$ cat config.mk
export PLATFORM = sky130hd
export DESIGN_NAME = delay_line_ctrl
export DESIGN_NICKNAME = d
export VERILOG_FILES = /design/src/rtl/delay_pkg.sv /design/src/rtl/circ_sub.sv /design/src/rtl/delay_line_ctrl.sv
export SDC_FILE = /design/constraint.sdc
export NUM_CORES = 1
export LEC_CHECK = 0
export CAP_MARGIN = 20
export CORE_MARGIN = 5
export CORE_UTILIZATION = 35
export CTS_CLUSTER_DIAMETER = 100
export CTS_CLUSTER_SIZE = 40
export DETAILED_ROUTE_END_ITERATION = 7
export SYNTH_ARGS = -nofsm -noshare
export SYNTH_HDL_FRONTEND = slang
export SYNTH_HIERARCHICAL = 1
export SYNTH_SLANG_ARGS = --single-unit
$ cat constraint.sdc
create_clock -name clk_i -period 3.4 [get_ports clk_i]
set_input_delay 1.02 -clock clk_i [delete_from_list [all_inputs] [get_ports clk_i]]
set_output_delay 1.02 -clock clk_i [all_outputs]
set_load 0.03 [all_outputs]
$ cat src/rtl/delay_pkg.sv
// Shared types and helpers for the circular delay-line controller family.
package delay_pkg;

  typedef enum logic [1:0] {
    StIdle = 2'd0,
    StRd   = 2'd1,
    StWr   = 2'd2,
    StDone = 2'd3
  } state_e;

  // Longest usable delay is one less than the memory depth.
  function automatic int unsigned clamp_delay(input int unsigned delay,
                                              input int unsigned size);
    return (delay > size - 1) ? size - 1 : delay;
  endfunction

endpackage

$ cat src/rtl/circ_sub.sv
// Combinational modular subtract: rd_addr = (wr_ptr - d) mod Size, for d < Size.
module circ_sub #(
  parameter int unsigned AddrWidth = 15,
  parameter int unsigned Size      = 20000
) (
  input  logic [AddrWidth-1:0] wr_ptr_i,
  input  logic [AddrWidth-1:0] d_i,
  output logic [AddrWidth-1:0] rd_addr_o
);

  localparam logic [AddrWidth:0] SizeW = (AddrWidth + 1)'(Size);

  logic [AddrWidth:0] ptr_w, d_w, sum;

  // One extra bit so ptr + Size cannot overflow when Size == 2**AddrWidth.
  always_comb begin
    ptr_w = {1'b0, wr_ptr_i};
    d_w   = {1'b0, d_i};
    if (ptr_w >= d_w) begin
      sum = ptr_w - d_w;
    end else begin
      sum = ptr_w + SizeW - d_w;
    end
    rd_addr_o = AddrWidth'(sum);
  end

endmodule

$ cat src/rtl/delay_line_ctrl.sv
// Sequences a dual-port RAM as a circular delay line: read the old sample, write the new one,
// then present the delayed sample with a one-cycle valid pulse.
module delay_line_ctrl import delay_pkg::*; #(
  parameter int unsigned DataWidth = 31,
  parameter int unsigned AddrWidth = 15,
  parameter int unsigned Size      = 20000
) (
  input  logic                 clk_i,
  input  logic                 rst_ni,
  input  logic [DataWidth-1:0] sample_in_i,
  input  logic                 sample_valid_i,
  input  logic [AddrWidth-1:0] delay_i,
  input  logic                 clear_i,
  output logic [DataWidth-1:0] sample_out_o,
  output logic                 out_valid_o,
  output logic                 busy_o,
  output logic                 overrun_o,
  output logic                 mem_we_o,
  output logic [AddrWidth-1:0] mem_waddr_o,
  output logic [AddrWidth-1:0] mem_raddr_o,
  output logic [DataWidth-1:0] mem_di_o,
  input  logic [DataWidth-1:0] mem_do_i
);

  localparam logic [AddrWidth:0]   SizeW   = (AddrWidth + 1)'(Size);
  localparam logic [AddrWidth-1:0] LastPtr = AddrWidth'(Size - 1);

  state_e               state_q, state_d;
  logic [DataWidth-1:0] sample_q, sample_d;
  logic [AddrWidth-1:0] d_q, d_d;
  logic [AddrWidth-1:0] wr_ptr_q, wr_ptr_d;
  logic [AddrWidth:0]   fill_q, fill_d;
  logic [AddrWidth-1:0] raddr_q, raddr_d;
  logic [AddrWidth-1:0] waddr_q, waddr_d;
  logic                 we_q, we_d;
  logic [DataWidth-1:0] sample_out_q, sample_out_d;
  logic                 out_valid_q, out_valid_d;
  logic                 overrun_q, overrun_d;
  logic                 clear_pend_q, clear_pend_d;

  logic [AddrWidth-1:0] d_clamped;
  logic [AddrWidth-1:0] rd_addr;

  assign d_clamped = AddrWidth'(clamp_delay(32'(delay_i), Size));

  circ_sub #(
    .AddrWidth (AddrWidth),
    .Size      (Size)
  ) u_circ_sub (
    .wr_ptr_i  (wr_ptr_q),
    .d_i       (d_clamped),
    .rd_addr_o (rd_addr)
  );

  always_comb begin
    state_d      = state_q;
    sample_d     = sample_q;
    d_d          = d_q;
    wr_ptr_d     = wr_ptr_q;
    fill_d       = fill_q;
    raddr_d      = raddr_q;
    waddr_d      = waddr_q;
    we_d         = 1'b0;
    sample_out_d = sample_out_q;
    out_valid_d  = 1'b0;
    overrun_d    = overrun_q;
    clear_pend_d = clear_pend_q;

    unique case (state_q)
      StIdle: begin
        if (clear_i) begin
          fill_d    = '0;
          overrun_d = 1'b0;
        end
        if (sample_valid_i) begin
          sample_d = sample_in_i;
          d_d      = d_clamped;
          raddr_d  = rd_addr;
          state_d  = StRd;
        end
      end
      StRd: begin
        waddr_d = wr_ptr_q;
        we_d    = 1'b1;
        state_d = StWr;
      end
      StWr: begin
        // RAM data is valid this cycle; the result appears while in StDone.
        if (d_q == '0) begin
          sample_out_d = sample_q;
        end else if (fill_q < {1'b0, d_q}) begin
          sample_out_d = '0;
        end else begin
          sample_out_d = mem_do_i;
        end
        out_valid_d = 1'b1;
        state_d     = StDone;
      end
      StDone: begin
        wr_ptr_d = (wr_ptr_q == LastPtr) ? '0 : wr_ptr_q + 1'b1;
        if (clear_pend_q || clear_i) begin
          fill_d = '0;
        end else if (fill_q < SizeW) begin
          fill_d = fill_q + 1'b1;
        end
        clear_pend_d = 1'b0;
        state_d      = StIdle;
      end
      default: state_d = StIdle;
    endcase

    if (state_q != StIdle) begin
      if (sample_valid_i) begin
        overrun_d = 1'b1;
      end
      if (clear_i && state_q != StDone) begin
        clear_pend_d = 1'b1;
      end
    end
  end

  always_ff @(posedge clk_i or negedge rst_ni) begin
    if (!rst_ni) begin
      state_q      <= StIdle;
      sample_q     <= '0;
      d_q          <= '0;
      wr_ptr_q     <= '0;
      fill_q       <= '0;
      raddr_q      <= '0;
      waddr_q      <= '0;
      we_q         <= 1'b0;
      sample_out_q <= '0;
      out_valid_q  <= 1'b0;
      overrun_q    <= 1'b0;
      clear_pend_q <= 1'b0;
    end else begin
      state_q      <= state_d;
      sample_q     <= sample_d;
      d_q          <= d_d;
      wr_ptr_q     <= wr_ptr_d;
      fill_q       <= fill_d;
      raddr_q      <= raddr_d;
      waddr_q      <= waddr_d;
      we_q         <= we_d;
      sample_out_q <= sample_out_d;
      out_valid_q  <= out_valid_d;
      overrun_q    <= overrun_d;
      clear_pend_q <= clear_pend_d;
    end
  end

  assign sample_out_o = sample_out_q;
  assign out_valid_o  = out_valid_q;
  assign busy_o       = (state_q != StIdle);
  assign overrun_o    = overrun_q;
  assign mem_we_o     = we_q;
  assign mem_waddr_o  = waddr_q;
  assign mem_raddr_o  = raddr_q;
  assign mem_di_o     = sample_q;

endmodule

==> summary.txt, run 1 <==
Pwr
  • Pint: around 5 mW
  • PD cells: 663 nW/µm²
  • Part of the power in registers: 30.4%
  • Sw frac: around 40%
  • Psw: 3.31 mW
  • Maximum VDD drop: 0.487 mV
  • Static Leak: 5.68 nW
  • Clock network fraction of design power: 22.5%
  • Combinational power share: 47.1%

Critical path
  • Crit Path Max Fanout: 7
  • Critical-path top delay cell: fa_2
  • CP Class: in -> reg
  • Worst Path Buf+Inv: 2
  • FF-to-FF Start: wr_ptr_q[0]
  • Crit-path cells: buf_8, nor4_4, nor2_2, o31ai_4, buf_6, nand2b_4, ha_4, nand2b_4, fa_2, or3b_4, a311oi_4, o211ai_2, a21oi_2, xnor2_1, mux2_4, mux2_4
  • Setup crit end kind: flop
  • Crit path max-delay family: simple AND/OR/NAND/NOR gates
  • Max incr delay on CP: ~0.40 ns
  • Setup crit start: delay_i[5]
  • WP data arrival: between 4 and 5 ns
  • CP Launch Type: input port
  • Critical Path RT: 3.70 ns

Clock network
  • CTS Hold Bufs: 0
  • CTS tree: yes
  • CTS Buf Count: 17
  • Clock buffer depth: 2
  • Htree depth: 4
  • Worst skew pair latency: 0.43 ns
  • TritonCTS Sinks: between 100 and 150
  • Root Driver: clkbuf_16
  • Worst-path clk slew: 0.07 ns

Yosys
  • Mapped Cells: 846
  • Post-synthesis mux area share: under 10%
  • Synth Register Bits: 144
  • Top cells by count, synth: 144 x dfrtp_1, 71 x mux2_2, 65 x inv_1
  • Adder-cell area share of the yosys netlist: 9.85%
  • Seq/Total Area, Yosys: 42.3%
  • Yosys synthesis warning count: 6
  • Post-Synth XOR/XNOR Area: 4.84%
  • Largest area contributor in the netlist: dfrtp_1
  • Ys flop type: dfrtp_1
  • Mean Syn Cell Area: 10.1 µm²
  • Most frequent cell after synthesis: dfrtp_1
  • Area share of the largest cell type after synthesis: a little over two fifths
  • Synth area leaders: dfrtp_1 42%, mux2_2 9.4%, ha_1 7.5%, xnor2_1 3.4%, a21oi_1 3.4%
  • Synth async-reset ratio: 100%
  • Largest family of logic cells by synthesized area: simple AND/OR/NAND/NOR gates
  • Post-Syn Area: 8510 µm²
  • Synth Area in Simple Gates: 16.5%
  • Post-synthesis compound-gate area fraction: 11.7%
  • Post-synth EDFFs: 0
  • Netlist cell types: 68
  • Mapped Nets: between 900 and 1000

Drt
  • Initial detailed-routing violation count: 446
  • Via density: 4.93
  • WL final: 25600 µm
  • DR DRC count: 0
  • Routed wire per std cell: 17.4 µm
  • First-pass DRT Iterations: 5
  • Via count: around 7200
  • Post-DRT Antenna Nets: 0

Cells and area
  • Post-route cell area: approximately 13000 µm²
  • Cell Count, Final, Fillers Out: 1467
  • Share of cells above drive strength 1: 27.6%
  • ANT cells: 0
  • Fillers: 2199
  • Nets: 1272
  • Area growth syn-to-layout: 47.4%

Global route
  • Initial antenna violation count: 0
  • First-pass GRT wire length: 41800 µm
  • Total grt overflow: 0
  • Vias in the first global route: 7537
  • GR Util All Layers: a little under a fifth
  • Largest net degree at the start of global routing: 64

Timing
  • Peak Freq: between 0.2 and 0.25 GHz
  • Final setup margin: -0.625 ns
  • Final setup vio count: 13
  • Fin crit share: 118%
  • Unrepaired setup endpoints after global routing: yes
  • Min Hold Slack: 0.500 ns
  • Hold Vio Cnt, Final: 0
  • Fin crit period: 4.03 ns
  • Max Slew Vio Count: 0
  • Slew @ Worst Pin: around 0.7 ns
  • Slew headroom: 52.4%
  • Worst Skew: 0.0171 ns

Placed design
  • Number of port buffers: 176
  • Pre-CTS setup slack: -1.56 ns
  • Post-detail-place hpwl: 18700 µm
  • Placed inst area: 11500 µm²
  • Placed insts: approximately 1400
  • Placer Congestion: just over 0.9

Die
  • Die width: roughly 170 µm
  • Die area: 27500 µm²
  • I/O pin cnt: 177
  • Overall die height: 166 µm
  • Initial Util: between 30% and 40%
  • Placement row count: 57
  • Core area: 24100 µm²

Job
  • MaxCap Viol Count: 0

Outcome
  • Failing checks: setup timing
  • Status: finished with violations

Min path
  • HP Start: clear_pend_q
  • HP Class: reg -> reg
-- flip-flops by register name (all words and copies together), names as in the netlist --
name / flops
mem_raddr_o: 15
out_valid_o: 1
fill_q: 16
state_q: 2
wr_ptr_q: 15
sample_out_o: 31
mem_waddr_o: 15
clear_pend_q: 1
d_q: 15
mem_di_o: 31
mem_we_o: 1
overrun_o: 1
-- worst paths after layout --
check / cells past startpoint / slack [ns] / endpoint
setup / recovery: 16 / -0.63 / mem_raddr_o[13]
hold / removal: 2 / 0.50 / clear_pend_q
setup reg to reg: 11 / 0.31 / mem_raddr_o[13]
hold reg to reg: 2 / 0.50 / clear_pend_q
max in group asynchronous: 2 / 2.13 / mem_di_o[26]
min in group asynchronous: 1 / 0.54 / sample_out_o[8]
-- layer usage --
| metal | vias up | global-route usage, % | part of all wire (%) |
|---|---|---|---|
| met4 | 0 | 4.70 | 1.3 |
| met3 | 20 | 4.43 | 5.7 |
| met5 | - | 0 | 0 |
| met1 | 3514 | 25.6 | 48 |
| li1 | 3513 | - | - |
| met2 | 190 | 29.9 | 46 |
-- cells in the final DEF (no fill, tap or decap), drive strengths merged, types with 15 or more instances in the layout --
cell           netlist  routed
clkdlybuf4s50        0     165
dfrtp              144     144
buf                 16     132
inv                 65      76
mux2                71      71
a21oi               58      58
ha                  51      51
o21ai               50      50
nand3               49      49
nor2                46      46
nor2b               39      39
nand2               35      35
xnor2               33      33
clkbuf              22      18
nor3                17      17
nand2b              15      15
-- cell families (layout without fill, tap and decap cells) --
| logic type | after synthesis | in the layout |
|---|---|---|
| buffers and inverters | 103 | 400 |
| AOI/OAI and AO/OA | 161 | 161 |
| xor gates and xnor gates | 47 | 47 |
| and+or+nand+nor | 256 | 256 |
| muxes | 74 | 74 |
| adders and majority gates | 61 | 61 |
| DFF | 144 | 144 |
-- area by class of cell --
cell class,instances,area [µm²],share of cell area (%)
Tap cell,324,405,3.23
Sequential cell,144,3600,28.7
Multi-Input combinational cell,599,4930,39.3
Inverter,65,246,1.96
Clock buffer,18,439,3.50
Timing Repair Buffer,303,2790,22.2
Clock inverter,14,136,1.09
-- power groups by stage --
stage | registers, mW | logic, mW | clock network [mW]
after floorplan | 3.12 | 1.61 | 0
after global placement | 2.55 | 3.68 | 0
after detailed placement | 2.56 | 3.72 | 0
after CTS | 2.53 | 3.87 | 1.93
after global routing | 2.60 | 4.22 | 2.01
final | 2.53 | 3.92 | 1.87
-- metrics by stage --
stage | setup TNS [ns] | utilization [%] | power, mW
after detailed placement | -17.11 | 47.6 | 6.27
after global routing | -7.54 | 52.1 | 8.83
after CTS | -10.83 | 51.7 | 8.33
final | -6.09 | 52.1 | 8.31
after global placement | -16.13 | 47.6 | 6.23
after floorplan | -6.59 | - | 4.73
-- worst reg2reg max path: stages, from the launching register on --
cell and delay [ns]:
dfrtp_1 0.48, inv_1 0.13, ha_4 0.18, nand2b_4 0.14
fa_2 0.40, or3b_4 0.40, a311oi_4 0.29, o211ai_2 0.16
a21oi_2 0.16, xnor2_1 0.09, mux2_4 0.27, mux2_4 0.26
-- what timing repair did --
item,in CTS,in global routing
endpoints found under the setup margin,13,20
setup buffers,27,3
hold endpoints to repair,0,0
pin swaps,22,21
gates resized for setup,63,30
Power figures use the tool's default switching activity.
==> run 2: changes to the inputs <==
- CTS_BUF_LIST: unset -> sky130_fd_sc_hd__clkbuf_2 sky130_fd_sc_hd__clkbuf_4 sky130_fd_sc_hd__clkbuf_8
==> run 2 against run 1 <==
- the run still ends with setup timing left
- non-clock buffer count down 1
- combinational power down 1%
- setup slack better by 0.039 ns
- routed wire length down 0.73%
- sequential power about the same
- clock skew down 0.00063 ns
- hold slack worse by 0.0092 ns
- register-to-register slack better by 0.03 ns
- critical endpoint unchanged
- highest routed layer unchanged
==> summary.txt, run 2 (same netlist as run 1, synthesis figures left out) <==
Die
  • Initial Util: 35.3%
  • Die area: 27500 µm²
  • Core area: 24100 µm²
  • Overall die height: 166 µm
  • Die width: 166 µm
  • Placement row count: between 50 and 60
  • I/O pin cnt: 177

Placed design
  • Pre-CTS setup slack: -1.56 ns
  • Placed insts: 1414
  • Placer Congestion: 0.917
  • Post-detail-place hpwl: 18700 µm
  • Placed inst area: 11500 µm²
  • Number of port buffers: 176

Timing
  • Fin crit share: 117%
  • Setup_tns: -5.44 ns
  • Hold Vio Cnt, Final: 0
  • Unrepaired setup endpoints after global routing: yes
  • Final setup vio count: 13
  • Slew headroom: 52.2%
  • Worst Skew: 0.0165 ns
  • Slew @ Worst Pin: between 0.7 and 0.8 ns
  • Max Slew Vio Count: 0
  • Min Hold Slack: 0.491 ns
  • Peak Freq: between 0.2 and 0.3 GHz
  • Final setup margin: -0.587 ns
  • Fin crit period: 3.99 ns

Drt
  • Post-DRT Antenna Nets: 0
  • Via count: 7177
  • Initial detailed-routing violation count: 397
  • Routed wire per std cell: between 15 and 20 µm
  • DR DRC count: 0
  • First-pass DRT Iterations: 4
  • Via density: just under 5
  • WL final: 25400 µm

Critical path
  • Worst reg2reg path endpoint: mem_raddr_o[13]
  • WP data arrival: ~4.3 ns
  • Critical Path RT: 3.74 ns
  • Crit Path Max Fanout: 7
  • CP Launch Type: input port
  • FF-to-FF Start: wr_ptr_q[0]
  • Worst r2r path cells: 11
  • Setup crit end kind: flop
  • CP Class: in -> reg
  • Worst reg-to-reg setup slack: 0.34 ns

Min path
  • HP Class: in -> async

Pwr
  • PD cells: 631 nW/µm²
  • Maximum VDD drop: 0.425 mV
  • Total power: 7.78 mW
  • Static Leak: between 5 and 6 nW

Global route
  • Initial antenna violation count: 0
  • Total grt overflow: 0
  • GR Util All Layers: 18.5%
  • Vias in the first global route: 7470
  • Largest net degree at the start of global routing: 64
  • First-pass GRT wire length: 41600 µm

Cells and area
  • Cell Count, Final, Fillers Out: 1466
  • Nets: approximately 1300
  • ANT cells: 0
  • Final core area utilization: approximately 51%
  • Commonest non-fill, non-tap cell in the layout: clkdlybuf4s50_1
  • Area growth syn-to-layout: 44.8%
  • Share of cells above drive strength 1: 26.8%
  • Commonest cells after routing, fill and taps aside: 165 x clkdlybuf4s50_1, 144 x dfrtp_1, 108 x buf_4, 63 x mux2_2, 61 x inv_1
  • Post-route cell area: ~12000 µm²

Outcome
  • Failing checks: setup timing
  • Status: finished with violations

Clock network
  • Worst skew pair latency: ~0.46 ns
  • TritonCTS Sinks: 144
  • CTS tree: yes
  • CTS Hold Bufs: 0
  • Htree depth: 4
  • Clock buffer depth: 2
  • Root Driver: clkbuf_8
  • Worst-path clk slew: 0.10 ns
  • CTS Buf Count: 17

Job
  • MaxCap Viol Count: 0
-- run 2: cell types whose count changed in the layout (fill, tap and decap cells not counted), moves of 2 or more --
cell,change
fa_2,-2
buf_6,+7
nor2_2,-2
fa_1,+2
nor2_1,+2
clkbuf_16,-17
clkbuf_8,+17
buf_4,-8
-- run 2: critical path: stages --
cell and delay [ns]:
buf_8 0.10, nor4_4 0.28, nor2_2 0.10, o31ai_4 0.22, buf_6 0.20, nand2b_4 0.07, inv_4 0.06, ha_4 0.12
inv_2 0.04, fa_1 0.48, or3b_4 0.43, a311oi_4 0.29, o211ai_2 0.15, a21oi_2 0.16, xnor2_1 0.08, mux2_4 0.26
mux2_4 0.26
-- run 2: cell type report --
| class | count | area [µm²] |
|---|---|---|
| clock buffers | 18 | 248 |
| clock inverters | 14 | 136 |
| fillers | 2233 | 11800 |
| inverters | 65 | 246 |
| multi-input cells | 599 | 4880 |
| flip-flops and latches | 144 | 3600 |
| well taps | 324 | 405 |
| repair buffers | 302 | 2810 |
-- run 2: worst max-delay path by stage --
stage | cells past startpoint | from | slack (ns) | endpoint
2_1_floorplan | 16 | delay_i[7] | -0.82 | mem_raddr_o[13]
3_3_place_gp | 16 | delay_i[7] | -1.46 | mem_raddr_o[13]
3_5_place_dp | 16 | delay_i[7] | -1.56 | mem_raddr_o[13]
4_1_cts | 16 | delay_i[5] | -0.67 | mem_raddr_o[13]
5_1_grt | 17 | delay_i[5] | -0.71 | mem_raddr_o[13]
6_report | 17 | delay_i[5] | -0.59 | mem_raddr_o[13]
-- run 2: what timing repair did --
action | 4_1_cts | 5_1_grt
pin swaps | 18 | 16
gates resized for setup | 76 | 15
setup buffers | 26 | 1
setup endpoints to repair | 13 | 20
-- run 2: where the power goes --
group / leakage, nW / total (mW) / switching [mW] / internal (mW)
clock: 0.197 / 1.37 / 0.805 / 0.568
sequential: 1.85 / 2.52 / 0.361 / 2.16
combinational: 3.52 / 3.88 / 2.06 / 1.82
total: 5.57 / 7.78 / 3.23 / 4.55
-- run 2: metal layers --
metal  vias up  routed length [µm]  track usage (%)
met5         -                   0                0
met4         0                 360             4.73
met3        20                1470             4.74
met2       191               11500             29.4
met1      3457               12100             25.4
li1       3509                   -                -
